### config.mk
export PLATFORM = sky130hd
export DESIGN_NAME = periph_handshake_arbiter
export DESIGN_NICKNAME = d
export VERILOG_FILES = /design/src/rtl/periph_handshake_arbiter.sv
export SDC_FILE = /design/constraint.sdc
export NUM_CORES = 1
export LEC_CHECK = 0
export CELL_PAD_IN_SITES_DETAIL_PLACEMENT = 0
export CELL_PAD_IN_SITES_GLOBAL_PLACEMENT = 1
export CORE_MARGIN = 1.5
export CORE_UTILIZATION = 25
export CTS_BUF_LIST = sky130_fd_sc_hd__clkbuf_4
export DETAILED_ROUTE_END_ITERATION = 8
export PLACE_DENSITY = 0.65
export SETUP_SLACK_MARGIN = 0.1
export SYNTH_ARGS = -nofsm -noshare
export SYNTH_HDL_FRONTEND = slang
export SYNTH_SLANG_ARGS = --single-unit
### constraint.sdc
create_clock -name clk -period 2.25 [get_ports clk]
set_input_delay 0.45 -clock clk [delete_from_list [all_inputs] [get_ports clk]]
set_output_delay 0.45 -clock clk [all_outputs]
set_load 0.005 [all_outputs]
### src/rtl/periph_handshake_arbiter.sv
// Bridges one 4-phase processor request to peripheral 1 or 2, with a timeout on the peripheral handshake.
// Latency: request sampled to proc_ack is 3 cycles minimum; processor is held in DONE/ERR until proc_send drops.
module periph_handshake_arbiter #(
  parameter int DATA_W  = 8,
  parameter int TIMEOUT = 15
) (
  input  logic              clk,
  input  logic              rst,
  input  logic              proc_send,
  input  logic              proc_sel,
  input  logic [DATA_W-1:0] proc_data,
  output logic              proc_ack,
  output logic              proc_err,
  output logic              p1_send,
  output logic [DATA_W-1:0] p1_data,
  input  logic              p1_ack,
  output logic              p2_send,
  output logic [DATA_W-1:0] p2_data,
  input  logic              p2_ack,
  output logic              busy
);

  localparam int CW = $clog2(TIMEOUT);

  typedef enum logic [2:0] {IDLE, SEND, DROP, DONE, ERR} state_t;

  state_t          state, state_n;
  logic            sel_q, sel_n;
  logic [CW-1:0]   cnt;
  logic            accept;
  logic            ack_sel;
  logic            tmo;

  assign accept  = (state == IDLE) && proc_send;
  assign ack_sel = sel_q ? p2_ack : p1_ack;
  assign tmo     = (cnt == CW'(TIMEOUT - 1));

  // A sampled exit condition wins over an expiring timeout in the same cycle.
  always_comb begin
    state_n = state;
    sel_n   = sel_q;
    case (state)
      IDLE: if (proc_send) begin
        state_n = SEND;
        sel_n   = proc_sel;
      end
      SEND: begin
        if (ack_sel)  state_n = DROP;
        else if (tmo) state_n = ERR;
      end
      DROP: begin
        if (!ack_sel) state_n = DONE;
        else if (tmo) state_n = ERR;
      end
      DONE:    if (!proc_send) state_n = IDLE;
      ERR:     if (!proc_send) state_n = IDLE;
      default: state_n = IDLE;
    endcase
  end

  // Outputs are registered from the next state so they line up with the state they describe.
  always_ff @(posedge clk) begin
    if (rst) begin
      state    <= IDLE;
      sel_q    <= 1'b0;
      cnt      <= '0;
      p1_send  <= 1'b0;
      p2_send  <= 1'b0;
      p1_data  <= '0;
      p2_data  <= '0;
      proc_ack <= 1'b0;
      proc_err <= 1'b0;
      busy     <= 1'b0;
    end else begin
      state <= state_n;
      sel_q <= sel_n;
      if (state_n != state) begin
        cnt <= '0;
      end else if ((state == SEND) || (state == DROP)) begin
        cnt <= cnt + 1'b1;
      end
      if (accept) begin
        p1_data <= proc_sel ? '0 : proc_data;
        p2_data <= proc_sel ? proc_data : '0;
      end
      p1_send  <= (state_n == SEND) && !sel_n;
      p2_send  <= (state_n == SEND) && sel_n;
      proc_ack <= (state_n == DONE) || (state_n == ERR);
      proc_err <= (state_n == ERR);
      busy     <= (state_n != IDLE);
    end
  end

endmodule

==> run metrics, run 1 <==
status=complete, no violations; Max Fclk=about 580 MHz; share of the synthesized area in the top cell type=a little over two fifths; Clock Skew=13.4 ps; register bit total from synthesis=29; fin crit period=1730 ps; clk_lat worst skew=between 300 and 400 ps; Setup Crit Path Kind=input pin to register; post-synth top area cell=dfxtp_1; CORE AREA=roughly 5100 um^2; final WL=between 3000 and 4000 um; CP Launch Type=input pin; Final Hold Viols=0; WP buf/inv=1; final setup vio count=0; Syn Area/Cell=between 8 and 9 um^2; grt ovf=0; post-route setup TNS=0 ps; GPL Wtd Cong=0.757; Via-to-Cell Ratio=4.64; CP Max Fanout=6; Crit path depth=5; CP top delay family=compound AO/OA/AOI/OAI gates; synthesized area=between 1000 and 1500 um^2; TritonCTS Buffers=5; first-pass GRT wire length=between 5000 and 6000 um; Synth area leaders=dfxtp_1 44%, a21oi_1 8.7%, nand2_1 4.8%; Fillers=532; Worst-Margin Slew=approximately 560 ps; fin nets=around 200; maximum vdd ir drop=~210 uV; Tot Pwr=between 1 and 1.5 mW; post-synth cell types=40; clock sinks=29; detailed placement HPWL=roughly 2300 um; post-route ant nets=0; Cells on Worst Hold Path=2; Clock Tree Buf Depth=2; worst r2r src=state[2]$_SDFF_PP0_; CTS Hold Buffers Added=0; layout cells sized above 1=approximately 9.7%; number of global-route vias before repair=~1.1k; Max stage delay on crit path=about 430 ps; largest net degree at the start of global routing=23; Gate Count Post-Synth=around 150; Post-CTS Setup Bufs=0; DP Area=~1700 um^2; final core occ=35.4%; R2R Setup Slk=~570 ps; Mapped Nets=167; YS warnings=0; worst r2r dst=cnt[3]$_SDFFE_PP0P_; crit path launch=p1_ack; critical path, cell by cell=clkdlybuf4s50_1, mux2i_2, nor3_2, o31a_4, a2111oi_4; routed vias=between 1k and 1.5k; starting DRC count in detailed routing=~120; final instance area=between 1500 and 2000 um^2; CTS root buffer=clkbuf_4; Final period util=76.8%; Power Density=roughly 680 nW/um^2; final max-slew violation count=0; share of the yosys chip area belonging to registers=between 40% and 50%; Hold Crit Class=register to register; Max Cap Viol=0; CTS-repair resized insts=0; antenna violations before repair=0; critical path capture point=cnt[1]$_SDFFE_PP0P_; RSZ-0062 raised after global routing=no; IO Port Bufs=34; wire per inst=between 10 and 15 um; Rel. slew slack=62.7%; die width=75.9 um; drt first pass iters=4; CP Capture Type=register; die area=5770 um^2; Clock transition at path regs=100 ps; Worst EP arrival=between 1500 and 2000 ps; H-tree depth=2; DIE HEIGHT=~76 um; Pleak=0.603 nW; ant diodes=0; Global Route Usage Sum=between 10% and 20%; row count=26; Initial Util=around a quarter; # IOs=35; drt drc=0; Crit-path slowest cell=clkdlybuf4s50_1; Worst R2R Path Depth=4; Layout area overhead=35.8%; TritonCTS clock tree=yes; Req. time, crit path=~2500 ps
[tightest hold or removal path, cell delays in order, from the launching register on]
cell	delay, ps
dfxtp_1	320
nand2_1	50
a21oi_1	50
[logic make-up after synthesis]
logic type	Yosys count	share of synthesized area, %
AO/OA/AOI/OAI	36	18.1
flip-flops	29	43.7
adder cells (fa/ha/maj)	2	1.88
AND/OR/NAND/NOR	63	26.1
XOR/XNOR	4	2.63
buffers and inverters	14	5.08
multiplexers	3	2.63
[metal layers]
layer	track usage (%)	vias to the layer above	share of wire, %
li1	-	605	-
met1	13.9	539	45
met2	20.9	39	49
met3	3.13	4	4.6
met4	5.00	0	1.6
met5	0	-	0
[cells in the final DEF, fill, tap and decap left out, types with 2 or more instances in the layout]
master / count
buf_4: 3
clkdlybuf4s50_1: 34
nand3b_1: 8
nor2b_1: 4
clkbuf_4: 6
xnor2_1: 4
nand2_1: 17
o21ai_0: 4
inv_1: 4
dfxtp_1: 29
ha_1: 2
a21oi_1: 23
nor2_1: 5
nor3b_1: 2
nor3_1: 6
nand2b_1: 2
nand3_1: 11
[through the flow]
stage / std cells / hold WS, ps / setup slack, ps
after global placement: 248 / 440 / 260
after floorplan: 151 / 448 / 792
after CTS: 256 / 462 / 545
final: 256 / 458 / 522
after global routing: 256 / 489 / 383
after detailed placement: 248 / 447 / 220
[worst min-delay path by stage]
stage	endpoint	from	slack, ps
finish	p1_data[7]$_SDFFE_PP0P_	p1_data[7]$_SDFFE_PP0P_	460
floorplan	p1_data[0]$_SDFFE_PP0P_	p1_data[0]$_SDFFE_PP0P_	450
detailed placement	p2_data[7]$_SDFFE_PP0P_	p2_data[7]$_SDFFE_PP0P_	450
CTS	p2_data[7]$_SDFFE_PP0P_	p2_data[7]$_SDFFE_PP0P_	460
global placement	p1_data[4]$_SDFFE_PP0P_	p1_data[4]$_SDFFE_PP0P_	440
global route	p1_data[4]$_SDFFE_PP0P_	p1_data[4]$_SDFFE_PP0P_	490
[cell type report]
type	instances	area (um^2)	area share, %
tap	70	87.6	4.85
inverter	4	15.0	0.831
clock inverter	2	33.8	1.87
multi-input combinational	108	682	37.7
clock buffer	6	45.0	2.49
timing repair buffer	37	363	20.1
sequential	29	581	32.1
[flip-flops by register name (all words and copies together) (netlist names)]
register / flops
p1_data: 8
state: 3
p1_send: 1
sel_q: 1
cnt: 4
p2_send: 1
busy: 1
p2_data: 8
proc_ack: 1
proc_err: 1
[synth_stat cells]
cell,number
dfxtp_1,29
a21oi_1,23
nand2_1,17
nand3_1,11
nand3b_1,8
nor3_1,6
nor2_1,5
clkbuf_1,4
inv_1,4
nor2b_1,4
o21ai_0,4
xnor2_1,4
buf_2,2
ha_1,2
nand2b_1,2
nor3b_1,2
a2111oi_0,1
a2111oi_4,1
a211o_1,1
a211o_2,1
a211oi_1,1
a31oi_1,1
a32oi_1,1
and2_1,1
and3_1,1
buf_1,1
buf_4,1
buf_6,1
clkbuf_2,1
mux2_2,1
mux2i_1,1
mux2i_2,1
nand4_1,1
nand4b_1,1
nor2_2,1
nor3_2,1
nor3_4,1
nor4_1,1
o311a_1,1
o31a_4,1
[report_power, final]
group          internal (mW)  switching, mW
combinational          0.116          0.113
clock                  0.243          0.180
sequential             0.541         0.0294
total                  0.900          0.323
Note: power is estimated with default switching activity, not from simulation.
==> run 2: changes to the inputs <==
--- a/config.mk
+++ b/config.mk
@@ -11,7 +11,7 @@
 export CORE_UTILIZATION = 25
 export CTS_BUF_LIST = sky130_fd_sc_hd__clkbuf_4
 export DETAILED_ROUTE_END_ITERATION = 8
-export PLACE_DENSITY = 0.65
+export PLACE_DENSITY = 0.67
 export SETUP_SLACK_MARGIN = 0.1
 export SYNTH_ARGS = -nofsm -noshare
 export SYNTH_HDL_FRONTEND = slang
==> constraint.sdc (replaced) <==
create_clock -name clk -period 1.5 [get_ports clk]
set_input_delay 0.3 -clock clk [delete_from_list [all_inputs] [get_ports clk]]
set_output_delay 0.3 -clock clk [all_outputs]
set_load 0.005 [all_outputs]
==> run metrics, run 2 (synthesis gave the netlist of run 1 again) <==
final setup vio count=0 (unchanged); post-route ant nets=0 (unchanged); Global Route Usage Sum=12.0% (about the same); Cells on Worst Hold Path=2 (unchanged); ant diodes=0 (unchanged); worst r2r dst=cnt[1]$_SDFFE_PP0P_ (was cnt[3]$_SDFFE_PP0P_); Power Density=844 nW/um^2 (was 677 nW/um^2); CP Launch Type=input pin (unchanged); most frequent cells in the layout=23 x buf_4, 21 x dlygate4sd2_1, 20 x a21oi_1 (was 34 x clkdlybuf4s50_1, 29 x dfxtp_1, 23 x a21oi_1); maximum vdd ir drop=254 uV (was 211 uV); Max stage delay on crit path=460 ps (was 430 ps); CP Max Fanout=5 (was 6); fin crit period=around 1400 ps; Worst R2R Path Depth=6 (was 4); largest net degree at the start of global routing=17 (was 23); number of global-route vias before repair=1179 (was 1121); antenna violations before repair=0 (unchanged); Hold Crit Class=register to register (unchanged); commonest non-fill, non-tap cell in the layout=buf_4 (was clkdlybuf4s50_1); drt drc=0 (unchanged); Req. time, crit path=1730 ps (was 2460 ps); H-tree depth=2 (unchanged); row count=26 (unchanged); CTS Hold Buffers Added=0 (unchanged); Max Cap Viol=0 (unchanged); drt first pass iters=4 (unchanged); grt ovf=0 (unchanged); R2R Setup Slk=70 ps (was 570 ps); wire per inst=11.9 um (was 12.6 um); Initial Util=26.0% (unchanged); Top Registers=p1_data x8, p2_data x8, cnt x4 (unchanged); clk_lat worst skew=320 ps (about the same); Final Hold Viols=0 (unchanged); starting DRC count in detailed routing=38 (was 117); # IOs=35 (unchanged); first-pass GRT wire length=5490 um (was 5470 um); die area=5770 um^2 (unchanged); layout cells sized above 1=30.8% (was 9.68%); final max-slew violation count=0 (unchanged); routed vias=1246 (was 1187); Via-to-Cell Ratio=4.48 (was 4.64); Hold Startpoint=p1_data[3]$_SDFFE_PP0P_ (was p1_data[7]$_SDFFE_PP0P_); detailed placement HPWL=2430 um (was 2320 um); RSZ-0062 raised after global routing=yes (was no); Worst-Margin Slew=240 ps (was 558 ps); Setup Crit Path Kind=input pin to register (unchanged); Clock transition at path regs=80 ps (was 100 ps); Crit-path slowest cell=clkdlybuf4s50_1 (unchanged); TritonCTS clock tree=yes (unchanged); fin nets=224 (was 201); GPL Wtd Cong=0.780 (was 0.757); Tot Pwr=1.74 mW (was 1.22 mW); Max Fclk=a little under 700 MHz; WP buf/inv=3 (was 1); Worst EP arrival=1670 ps (was 1940 ps); status=complete, no violations (unchanged); clock sinks=29 (unchanged); die width=75.9 um (unchanged); post-route setup TNS=0 ps (unchanged); Layout area overhead=54.8% (was 35.8%); CP Capture Type=register (unchanged); CTS root buffer=clkbuf_4 (unchanged); CP top delay family=buffers and inverters (was compound AO/OA/AOI/OAI gates); IO Port Bufs=34 (unchanged); hold endpoint=p1_data[3]$_SDFFE_PP0P_ (was p1_data[7]$_SDFFE_PP0P_); DIE HEIGHT=75.9 um (unchanged); final WL=3320 um (was 3220 um); critical path, cell by cell=clkdlybuf4s50_1, mux2i_4, buf_6, a211o_2, nand4_1, buf_6, a2111oi_4 (was clkdlybuf4s50_1, mux2i_2, nor3_2, o31a_4, a2111oi_4); most frequent CP cell=buf_6; Final period util=a little over nine tenths; Clock Skew=7.16 ps (was 13.4 ps); worst r2r src=sel_q$_SDFF_PP0_ (was state[2]$_SDFF_PP0_); CORE AREA=5110 um^2 (unchanged); TritonCTS Buffers=5 (unchanged); Clock Tree Buf Depth=2 (unchanged); Rel. slew slack=83.6% (was 62.7%); Pleak=0.839 nW (was 0.603 nW)
run 2: metal layers:
metal	GRT usage, %	vias to the layer above	share of wire [%]	wire (um)
li1	-	649	-	-
met1	14.6	563	47	1550
met2	19.2	28	48	1580
met3	3.61	6	3.9	131
met4	5.93	0	1.8	60
met5	0	-	0	0
run 2: power breakdown:
| group | internal (mW) | leakage (nW) | switching [mW] |
|---|---|---|---|
| registers | 0.814 | 0.242 | 0.0335 |
| clock network | 0.188 | 0.0292 | 0.256 |
| logic | 0.237 | 0.568 | 0.211 |
run 2: repair_timing:
item                                    4_1_cts  5_1_grt
endpoints found under the setup margin       28       26
gates cloned                                  0        0
pin swaps                                     3        2
gates resized for setup                      34       21
setup buffers                                 2        1
run 2: through the flow:
stage	utilization, %	std cells	hold WS (ps)	cell area, um^2	worst slack [ps]
finish	40.3	278	450	2060	59.2
global route	40.3	278	471	2060	-10.3
CTS	38.4	277	454	1960	42.7
detailed placement	37.2	268	443	1900	-344
global placement	37.2	268	438	1900	-274
floorplan	-	151	445	1340	112
run 2: final cells by class:
class / count / area (um^2)
fill: 542 / 3050
multi-input combinational: 108 / 776
sequential: 29 / 598
timing repair buffer: 60 / 534
tap: 70 / 87.6
clock buffer: 6 / 45.0
inverter: 4 / 15.0
clock inverter: 1 / 3.75
run 2: how the worst max path moves through the flow:
stage / from / end / cells past startpoint
2_1_floorplan: sel_q$_SDFF_PP0_ / cnt[1]$_SDFFE_PP0P_ / 4
5_1_grt: sel_q$_SDFF_PP0_ / cnt[2]$_SDFFE_PP0P_ / 6
3_3_place_gp: p1_ack / cnt[1]$_SDFFE_PP0P_ / 6
4_1_cts: sel_q$_SDFF_PP0_ / cnt[1]$_SDFFE_PP0P_ / 5
3_5_place_dp: p2_ack / cnt[1]$_SDFFE_PP0P_ / 6
6_report: p1_ack / cnt[1]$_SDFFE_PP0P_ / 7
run 2: tightest hold or removal path: cells and delay by family (launching register included):
kind,cells,cell delay [ps]
DFF,1,320
and+or+nand+nor,1,50
AOI/OAI and AO/OA,1,50
